## src/rtl/fp_round_pack.sv

```systemverilog
// Round-half-up and pack stage for the 8-bit {S,E,F} float: one output register
// plus a one-entry skid buffer, with saturating round/saturate statistics.
module fp_round_pack #(
    parameter int CNT_W = 8
) (
    input  logic             clk,
    input  logic             rst,
    input  logic             clr,
    input  logic             in_valid,
    output logic             in_ready,
    input  logic             S,
    input  logic [2:0]       E,
    input  logic [3:0]       M,
    input  logic             T,
    output logic             out_valid,
    input  logic             out_ready,
    output logic             out_S,
    output logic [2:0]       out_E,
    output logic [3:0]       out_F,
    output logic [CNT_W-1:0] round_cnt,
    output logic [CNT_W-1:0] sat_cnt
);

    localparam logic [CNT_W-1:0] CNT_MAX = {CNT_W{1'b1}};

    // Handshake: a transfer happens on an edge where valid and ready are both high;
    // in_ready is registered and low only while the skid register holds a sample.
    logic       in_fire;
    logic       out_fire;
    logic       or_free;
    logic       or_full;
    logic       sk_full;
    logic       or_full_n;
    logic       sk_full_n;
    logic [7:0] or_word;
    logic [7:0] sk_word;
    logic [7:0] rnd_word;
    logic [2:0] rnd_e;
    logic [3:0] rnd_f;
    logic       rnd_sat;

    assign in_fire  = in_valid & in_ready;
    assign out_fire = or_full & out_ready;
    assign or_free  = !or_full || out_fire;

    always_comb begin
        rnd_e   = E;
        rnd_f   = M;
        rnd_sat = 1'b0;
        if (T) begin
            if (M != 4'hF) begin
                rnd_f = M + 4'd1;
            end else if (E != 3'd7) begin
                // Significand carry-out renormalises to 1.000 with a bumped exponent.
                rnd_f = 4'b1000;
                rnd_e = E + 3'd1;
            end else begin
                rnd_f   = 4'b1111;
                rnd_e   = 3'd7;
                rnd_sat = 1'b1;
            end
        end
    end

    assign rnd_word = {S, rnd_e, rnd_f};

    always_comb begin
        or_full_n = or_full;
        sk_full_n = sk_full;
        if (or_free) begin
            if (sk_full) begin
                or_full_n = 1'b1;
                sk_full_n = 1'b0;
            end else begin
                or_full_n = in_fire;
            end
        end else if (in_fire) begin
            sk_full_n = 1'b1;
        end
    end

    always_ff @(posedge clk or posedge rst) begin
        if (rst) begin
            or_full  <= 1'b0;
            sk_full  <= 1'b0;
            or_word  <= 8'd0;
            sk_word  <= 8'd0;
            in_ready <= 1'b1;
        end else begin
            or_full  <= or_full_n;
            sk_full  <= sk_full_n;
            in_ready <= !sk_full_n;
            if (or_free) begin
                if (sk_full) begin
                    or_word <= sk_word;
                end else if (in_fire) begin
                    or_word <= rnd_word;
                end
            end else if (in_fire) begin
                sk_word <= rnd_word;
            end
        end
    end

    always_ff @(posedge clk or posedge rst) begin
        if (rst) begin
            round_cnt <= '0;
            sat_cnt   <= '0;
        end else if (clr) begin
            round_cnt <= '0;
            sat_cnt   <= '0;
        end else if (in_fire) begin
            if (T && round_cnt != CNT_MAX) begin
                round_cnt <= round_cnt + 1'b1;
            end
            if (rnd_sat && sat_cnt != CNT_MAX) begin
                sat_cnt <= sat_cnt + 1'b1;
            end
        end
    end

    assign out_valid = or_full;
    assign out_S     = or_word[7];
    assign out_E     = or_word[6:4];
    assign out_F     = or_word[3:0];

endmodule

```

## config.mk

```make
export PLATFORM = sky130hd
export DESIGN_NAME = fp_round_pack
export DESIGN_NICKNAME = d
export VERILOG_FILES = /design/src/rtl/fp_round_pack.sv
export SDC_FILE = /design/constraint.sdc
export NUM_CORES = 1
export LEC_CHECK = 0
export CELL_PAD_IN_SITES_DETAIL_PLACEMENT = 1
export CELL_PAD_IN_SITES_GLOBAL_PLACEMENT = 1
export CORE_MARGIN = 5
export CORE_UTILIZATION = 38
export CTS_CLUSTER_DIAMETER = 120
export CTS_CLUSTER_SIZE = 10
export DETAILED_ROUTE_END_ITERATION = 7
export PLACE_DENSITY_LB_ADDON = 0.2
export SYNTH_ARGS = -nofsm -noshare
export SYNTH_HDL_FRONTEND = slang
export SYNTH_SLANG_ARGS = --single-unit
```

## constraint.sdc

```tcl
create_clock -name clk -period 2.2 [get_ports clk]
set_input_delay 0.22 -clock clk [delete_from_list [all_inputs] [get_ports clk]]
set_output_delay 0.22 -clock clk [all_outputs]
set_load 0.01 [all_outputs]
```

==> impl_results.md, run 1 <==
* I/O pin count at 40
* R2R Setup Slk at 0.40 ns
* Leakage at 1.04 nW
* DR vias/cell at approximately 5.4
* Comb power frac at 0.207
* Cell area after synthesis at 0.00184 mm²
* 1st-pass router iterations at 4
* Initial Utilization at 0.390
* Synth async-reset ratio at 1.00
* Synth Net Count at 209
* Crit path time final at between 1.5 and 2 ns
* Switch Pwr at 0.475 mW
* Max Slew Vio Count at 0
* Peak supply drop at just under 400 µV
* Syn avg cell area at 9.64 µm²
* Critical path arrival at 2.04 ns
* Sink Count at 35
* Share of cells above drive strength 1 at 0.165
* Dpl cells at 307
* Prevailing post-synth register cell: dfrtp_1
* Die ar. at 0.00634 mm²
* Internal power at 1.30 mW
* Detail Placement HPWL at 3.90 mm
* Antenna Nets Post-Route at 0
* Sequential fraction of the synthesis area at 0.477
* Max frequency at between 0.5 and 0.6 GHz
* WP data required at 2.38 ns
* Via count at 1,714
* Clk slew on worst S/H paths at approximately 0.080 ns
* IO buf count at 39
* Post-Route WL at 5.19 mm
* Yosys reg bits at 35
* Post-Route Utilization at 0.534
* Cells on worst reg2reg path at 4
* # resized after CTS at 0
* Fin area at about 0.0025 mm²
* Max-cap violation count at 0
* GPL Wtd Cong at 0.830
* Die H at 79.6 µm
* CTS buffer count at 5
* Power, Total at ~1.8 mW
* Clock Latency Late Sink at 0.29 ns
* Yosys warnings at 0
* Reg-to-Reg Start: in_ready
* Post-synth EDFFs at 0
* Hold crit path type: in -> async
* FP Rows at 25
* Pwr dens at 705 mW/mm²
* Hold_buf cts at 0
* DR WL/cell at 16.5 µm
* Worst R2R End: sat_cnt[5]
* Final Skew at 0.00695 ns
* Final worst slack at about 0.34 ns
* Final number of hold-violating endpoints at 0
* Share of power burned in registers at 0.449
* H-tree levels at 2
* Vias in the first global route at 1,862
* Core footprint at 0.00472 mm²
* Critical path endpoint category: flip-flop
* Initial antenna violation count at 0
* Mapped Cells at 191
* Crit path max fanout at 7
* Hold Slack at 0.356 ns
* Drt initial violations at 107
* CTS tree: yes
* CTS root buf: clkbuf_8
* Distinct cells, synth at 45
* Slew at the pin closest to its max-slew limit at 0.540 ns
* Antenna fix cells at 0
* Postcts setup bufs at 0
* Finished Layout Cells at 315
* Sw Share at 0.267
* Status: complete, no violations
* Tot GR Track Use at 0.182
* WS Path Type: in -> reg
* Max_slew headroom at 0.640
* Final net count at between 200 and 300
* Area grow syn2layout at 37.1%
* CTS max path bufs at 2
* Pin count of the biggest net entering global routing at 36
* Clock power share at 0.344
* Area post-placement at 0.00241 mm²
* RSZ-0062 raised after global routing: no
* Final setup fails at 0
* Global-route wire length before repair at 8.99 mm
* DRC at 0
* Setup_tns at 0 ns
* Post-Place Setup Slack at 0.0322 ns
* Part of the cycle the worst path needs at 0.846
* Die Span X at 79.6 µm
* CP startpoint kind: input port
* Total gr overflow at 0
-- worst max-delay path, cell delays in order --
cell	delay, ns
clkdlybuf4s50_1	0.52
ha_1	0.20
nand4_1	0.11
or2_1	0.30
nor4_1	0.33
mux2_2	0.37
-- cell usage in the layout, fill, tap and decap left out, types with 2 or more instances in the layout --
| cell | n |
|---|---|
| clkdlybuf4s50_1 | 39 |
| dfrtp_1 | 34 |
| nand2_1 | 18 |
| buf_4 | 17 |
| nor2_1 | 15 |
| o21ai_0 | 14 |
| a21oi_1 | 12 |
| nand3_1 | 9 |
| o211ai_1 | 6 |
| clkbuf_8 | 6 |
| nand4_1 | 5 |
| inv_1 | 5 |
| mux2_2 | 5 |
| mux2i_1 | 5 |
| or4_1 | 4 |
| nor2b_1 | 4 |
| nand2b_1 | 4 |
| ha_1 | 4 |
| o31ai_1 | 3 |
| nor4_1 | 3 |
| o21a_1 | 3 |
| and3_1 | 2 |
| a31o_2 | 2 |
| or2_2 | 2 |
| a21o_1 | 2 |
| a31oi_1 | 2 |
| or3_2 | 2 |
| xor2_1 | 2 |
-- synth_stat cells, drive strengths merged (2+ instances only) --
library cell | number | share of area
a21o | 2 | 0.0082
a21oi | 12 | 0.033
a31o | 2 | 0.0095
a31oi | 2 | 0.0068
and3 | 3 | 0.011
buf | 3 | 0.012
clkbuf | 4 | 0.0082
dfrtp | 34 | 0.46
ha | 4 | 0.027
inv | 5 | 0.010
mux2 | 5 | 0.031
mux2i | 5 | 0.027
nand2 | 18 | 0.037
nand2b | 4 | 0.014
nand3 | 9 | 0.024
nand4 | 6 | 0.024
nor2 | 15 | 0.031
nor2b | 4 | 0.014
nor4 | 3 | 0.010
o211ai | 6 | 0.024
o21a | 3 | 0.012
o21ai | 15 | 0.041
o31ai | 3 | 0.012
or2 | 3 | 0.010
or3 | 3 | 0.012
or4 | 4 | 0.016
xor2 | 2 | 0.0095
-- kinds of logic (layout without fill, tap and decap cells) --
| logic type | after synthesis | in the layout | share of synthesized area |
|---|---|---|---|
| and+or+nand+nor | 76 | 76 | 0.219 |
| AOI/OAI and AO/OA | 51 | 51 | 0.175 |
| DFF | 35 | 35 | 0.477 |
| buffers and inverters | 12 | 69 | 0.0299 |
| muxes | 10 | 10 | 0.0578 |
| adders and majority gates | 4 | 4 | 0.0272 |
| xor gates and xnor gates | 3 | 3 | 0.0143 |
-- layout make-up --
| type | count | area, µm² |
|---|---|---|
| fillers | 536 | 2200 |
| multi-input cells | 144 | 908 |
| flip-flops and latches | 35 | 877 |
| repair buffers | 56 | 518 |
| well taps | 67 | 83.8 |
| clock buffers | 6 | 82.6 |
| clock inverters | 2 | 35.0 |
| inverters | 5 | 18.8 |
-- flip-flops by register name, summed over array words and instances (netlist names) --
register and count:
in_ready 1, sat_cnt 8, or_word 8, out_valid 1, round_cnt 8, sk_full 1, sk_word 8
-- layer usage --
metal | vias to the layer above | GRT usage | share of wire | wire length [µm]
li1 | 812 | - | - | -
met1 | 860 | 0.226 | 0.43 | 2210
met4 | 0 | 0.0550 | 0.0093 | 48
met3 | 6 | 0.0418 | 0.040 | 210
met5 | - | 0 | 0 | 0
met2 | 36 | 0.313 | 0.52 | 2720
-- power by group through the flow --
stage	clock network (mW)	logic [mW]	registers, mW
5_1_grt	0.663	0.408	0.812
3_5_place_dp	0	0.373	0.811
3_3_place_gp	0	0.357	0.801
2_1_floorplan	0	0.156	0.817
6_report	0.612	0.369	0.798
4_1_cts	0.632	0.376	0.799
-- how the worst max path moves through the flow --
| stage | to | startpoint | slack (ns) |
|---|---|---|---|
| final | sat_cnt[5] | E[0] | 0.34 |
| after global routing | sat_cnt[5] | E[0] | 0.21 |
| after CTS | sat_cnt[5] | E[0] | 0.33 |
| after detailed placement | sat_cnt[5] | M[1] | 0.03 |
| after global placement | sat_cnt[5] | M[1] | 0.07 |
| after floorplan | sat_cnt[5] | in_ready | 0.41 |
No activity file was read; power rests on OpenSTA's default activity.
==> inputs of run 2 (changes only) <==
==> constraint.sdc (replaced) <==
create_clock -name clk -period 1.8 [get_ports clk]
set_input_delay 0.18 -clock clk [delete_from_list [all_inputs] [get_ports clk]]
set_output_delay 0.18 -clock clk [all_outputs]
set_load 0.01 [all_outputs]
==> impl_results.md, run 2 (synthesized netlist as in run 1, its figures left out) <==
* DR vias/cell at 5.36 (-1.4%)
* I/O pin count at 40 (unchanged)
* Core footprint at 0.00472 mm² (unchanged)
* Hold_buf cts at 0 (unchanged)
* Commonest non-fill, non-tap cell in the layout: clkdlybuf4s50_1
* Fillers at 519 (-3.2%)
* Vias in the first global route at 1,945 (+4.5%)
* Sink Count at 35 (unchanged)
* Sw Share at 0.260 (-0.00713)
* Final number of hold-violating endpoints at 0 (unchanged)
* WP data required at 2.02 ns (-0.36 ns)
* CP startpoint: E[0]
* Final Skew at 0.00235 ns (-0.00461 ns)
* Global-route wire length before repair at 9.41 mm (+4.7%)
* Max frequency at around 0.58 GHz
* Critical path endpoint category: flip-flop
* Internal power at 1.72 mW (+32%)
* Slew at the pin closest to its max-slew limit at 0.459 ns (-0.0812 ns)
* Antenna Nets Post-Route at 0 (unchanged)
* Final setup fails at 0 (unchanged)
* Met2 WL at 2.99 mm (+10%)
* Detail Placement HPWL at 4.04 mm (+3.6%)
* Max_slew headroom at 0.694 (+0.0541)
* Max layer used: met4
* Finished Layout Cells at 327 (+3.8%)
* Die H at 79.6 µm (unchanged)
* CTS root buf: clkbuf_8
* Reg-to-Reg Start: in_ready
* Initial antenna violation count at 0 (unchanged)
* Tot GR Track Use at 0.188 (+0.00545)
* Clock Latency Late Sink at 0.29 ns (about the same)
* Final net count at 277 (+4.5%)
* Max-cap violation count at 0 (unchanged)
* CP startpoint kind: input port
* Die Span X at 79.6 µm (unchanged)
* R2R Setup Slk at 0.08 ns (-0.32 ns)
* Crit path time final at 1.74 ns
* Worst R2R End: sat_cnt[3]
* Dpl cells at 319 (+3.9%)
* Peak supply drop at 605 µV (+57%)
* 1st-pass router iterations at 4 (unchanged)
* Antenna fix cells at 0 (unchanged)
* Critical path arrival at 1.96 ns (-0.08 ns)
* CTS tree: yes
* Clk slew on worst S/H paths at 0.08 ns (about the same)
* Die ar. at 0.00634 mm² (unchanged)
* Share of power burned in registers at 0.416 (-0.033)
* H-tree levels at 2 (unchanged)
* Hold crit path type: in -> async
* Pwr dens at 859 mW/mm² (+22%)
* DR WL/cell at 17.4 µm (+5.9%)
* Postcts setup bufs at 0 (unchanged)
* DRC at 0 (unchanged)
* CTS max path bufs at 2 (unchanged)
* Via count at 1,754 (+2.3%)
* Max Slew Vio Count at 0 (unchanged)
* Clock power share at 0.372 (+0.028)
* Share of cells above drive strength 1 at 0.242 (+0.0770)
* Comb power frac at 0.212 (+0.005)
* Part of the cycle the worst path needs at 0.965
* Commonest non-fill, non-tap cells in the layout: clkdlybuf4s50_1 (38), dfrtp_1 (34), buf_4 (29), nand2_1 (18)
* Crit path max fanout at 8 (+1)
* Met1 wire length at 2.48 mm (+12%)
* IO buf count at 39 (unchanged)
* Cells on worst reg2reg path at 4 (unchanged)
* FP Rows at 25 (unchanged)
* Area grow syn2layout at 46.6%
* Initial Utilization at 0.390 (unchanged)
* Setup_tns at 0 ns (unchanged)
* WS Path Type: in -> reg
* GPL Wtd Cong at 0.866 (+4.4%)
* Drt initial violations at 62 (-42%)
* Total gr overflow at 0 (unchanged)
* Switch Pwr at 0.602 mW (+27%)
* Leakage at 1.12 nW (+7.3%)
* CTS buffer count at 5 (unchanged)
* Post-Route WL at 5.70 mm (+9.9%)
* Power, Total at 2.32 mW (+30%)
* Status: complete, no violations
* Pin count of the biggest net entering global routing at 36 (unchanged)
* WL met3 at 161 µm (-23%)
## run 2: cell types whose count changed in the layout (fill, tap and decap cells not counted), moves of 2 or more
cell    delta
buf_4     +12
nor4_1     -2
or4_1      -2
or4_4      +2
## run 2: worst max-delay path: stages
cell	delay (ns)
clkdlybuf4s50_1	0.48
ha_1	0.19
nand4_1	0.12
or2_4	0.32
or4_4	0.53
a21oi_2	0.14
## run 2: stage by stage
stage	hold WS, ns	utilization	setup WS, ns	cell area (µm²)
after global placement	0.463	0.528	-0.279	2500
after CTS	0.337	0.559	0.0345	2640
final	0.313	0.571	0.0629	2700
after global routing	0.362	0.571	-0.0274	2700
after floorplan	0.331	-	0.00563	1840
after detailed placement	0.470	0.528	-0.333	2500
## run 2: worst max-delay path by stage
stage / endpoint / slack [ns]
CTS: sat_cnt[3] / 0.03
detailed placement: sat_cnt[5] / -0.33
global route: sat_cnt[5] / -0.03
floorplan: sat_cnt[5] / 0.006
finish: sat_cnt[3] / 0.06
global placement: sat_cnt[5] / -0.28
## run 2: power groups by stage
stage / registers [mW] / clock network [mW] / logic, mW
finish: 0.964 / 0.863 / 0.491
global route: 0.977 / 0.907 / 0.541
CTS: 0.965 / 0.878 / 0.500
detailed placement: 0.980 / 0 / 0.493
global placement: 0.968 / 0 / 0.470
floorplan: 0.998 / 0 / 0.191
## run 2: final cells by class
type                       instances  area, µm²  area share
multi-input combinational        144        971       0.360
sequential                        35        877       0.325
timing repair buffer              68        611       0.226
tap                               67       83.8      0.0311
clock buffer                       5       68.8      0.0255
clock inverter                     3       67.6      0.0250
inverter                           5       18.8     0.00696
## run 2: per-layer routing
metal | up-vias | GRT usage
met4 | 0 | 0.0412
met2 | 28 | 0.345
met3 | 7 | 0.0395
met5 | - | 0
li1 | 837 | -
met1 | 882 | 0.222
## run 2: timing repair
item,4_1_cts,5_1_grt
pin swaps,0,2
endpoints found under the setup margin,2,10
resized for setup,2,11
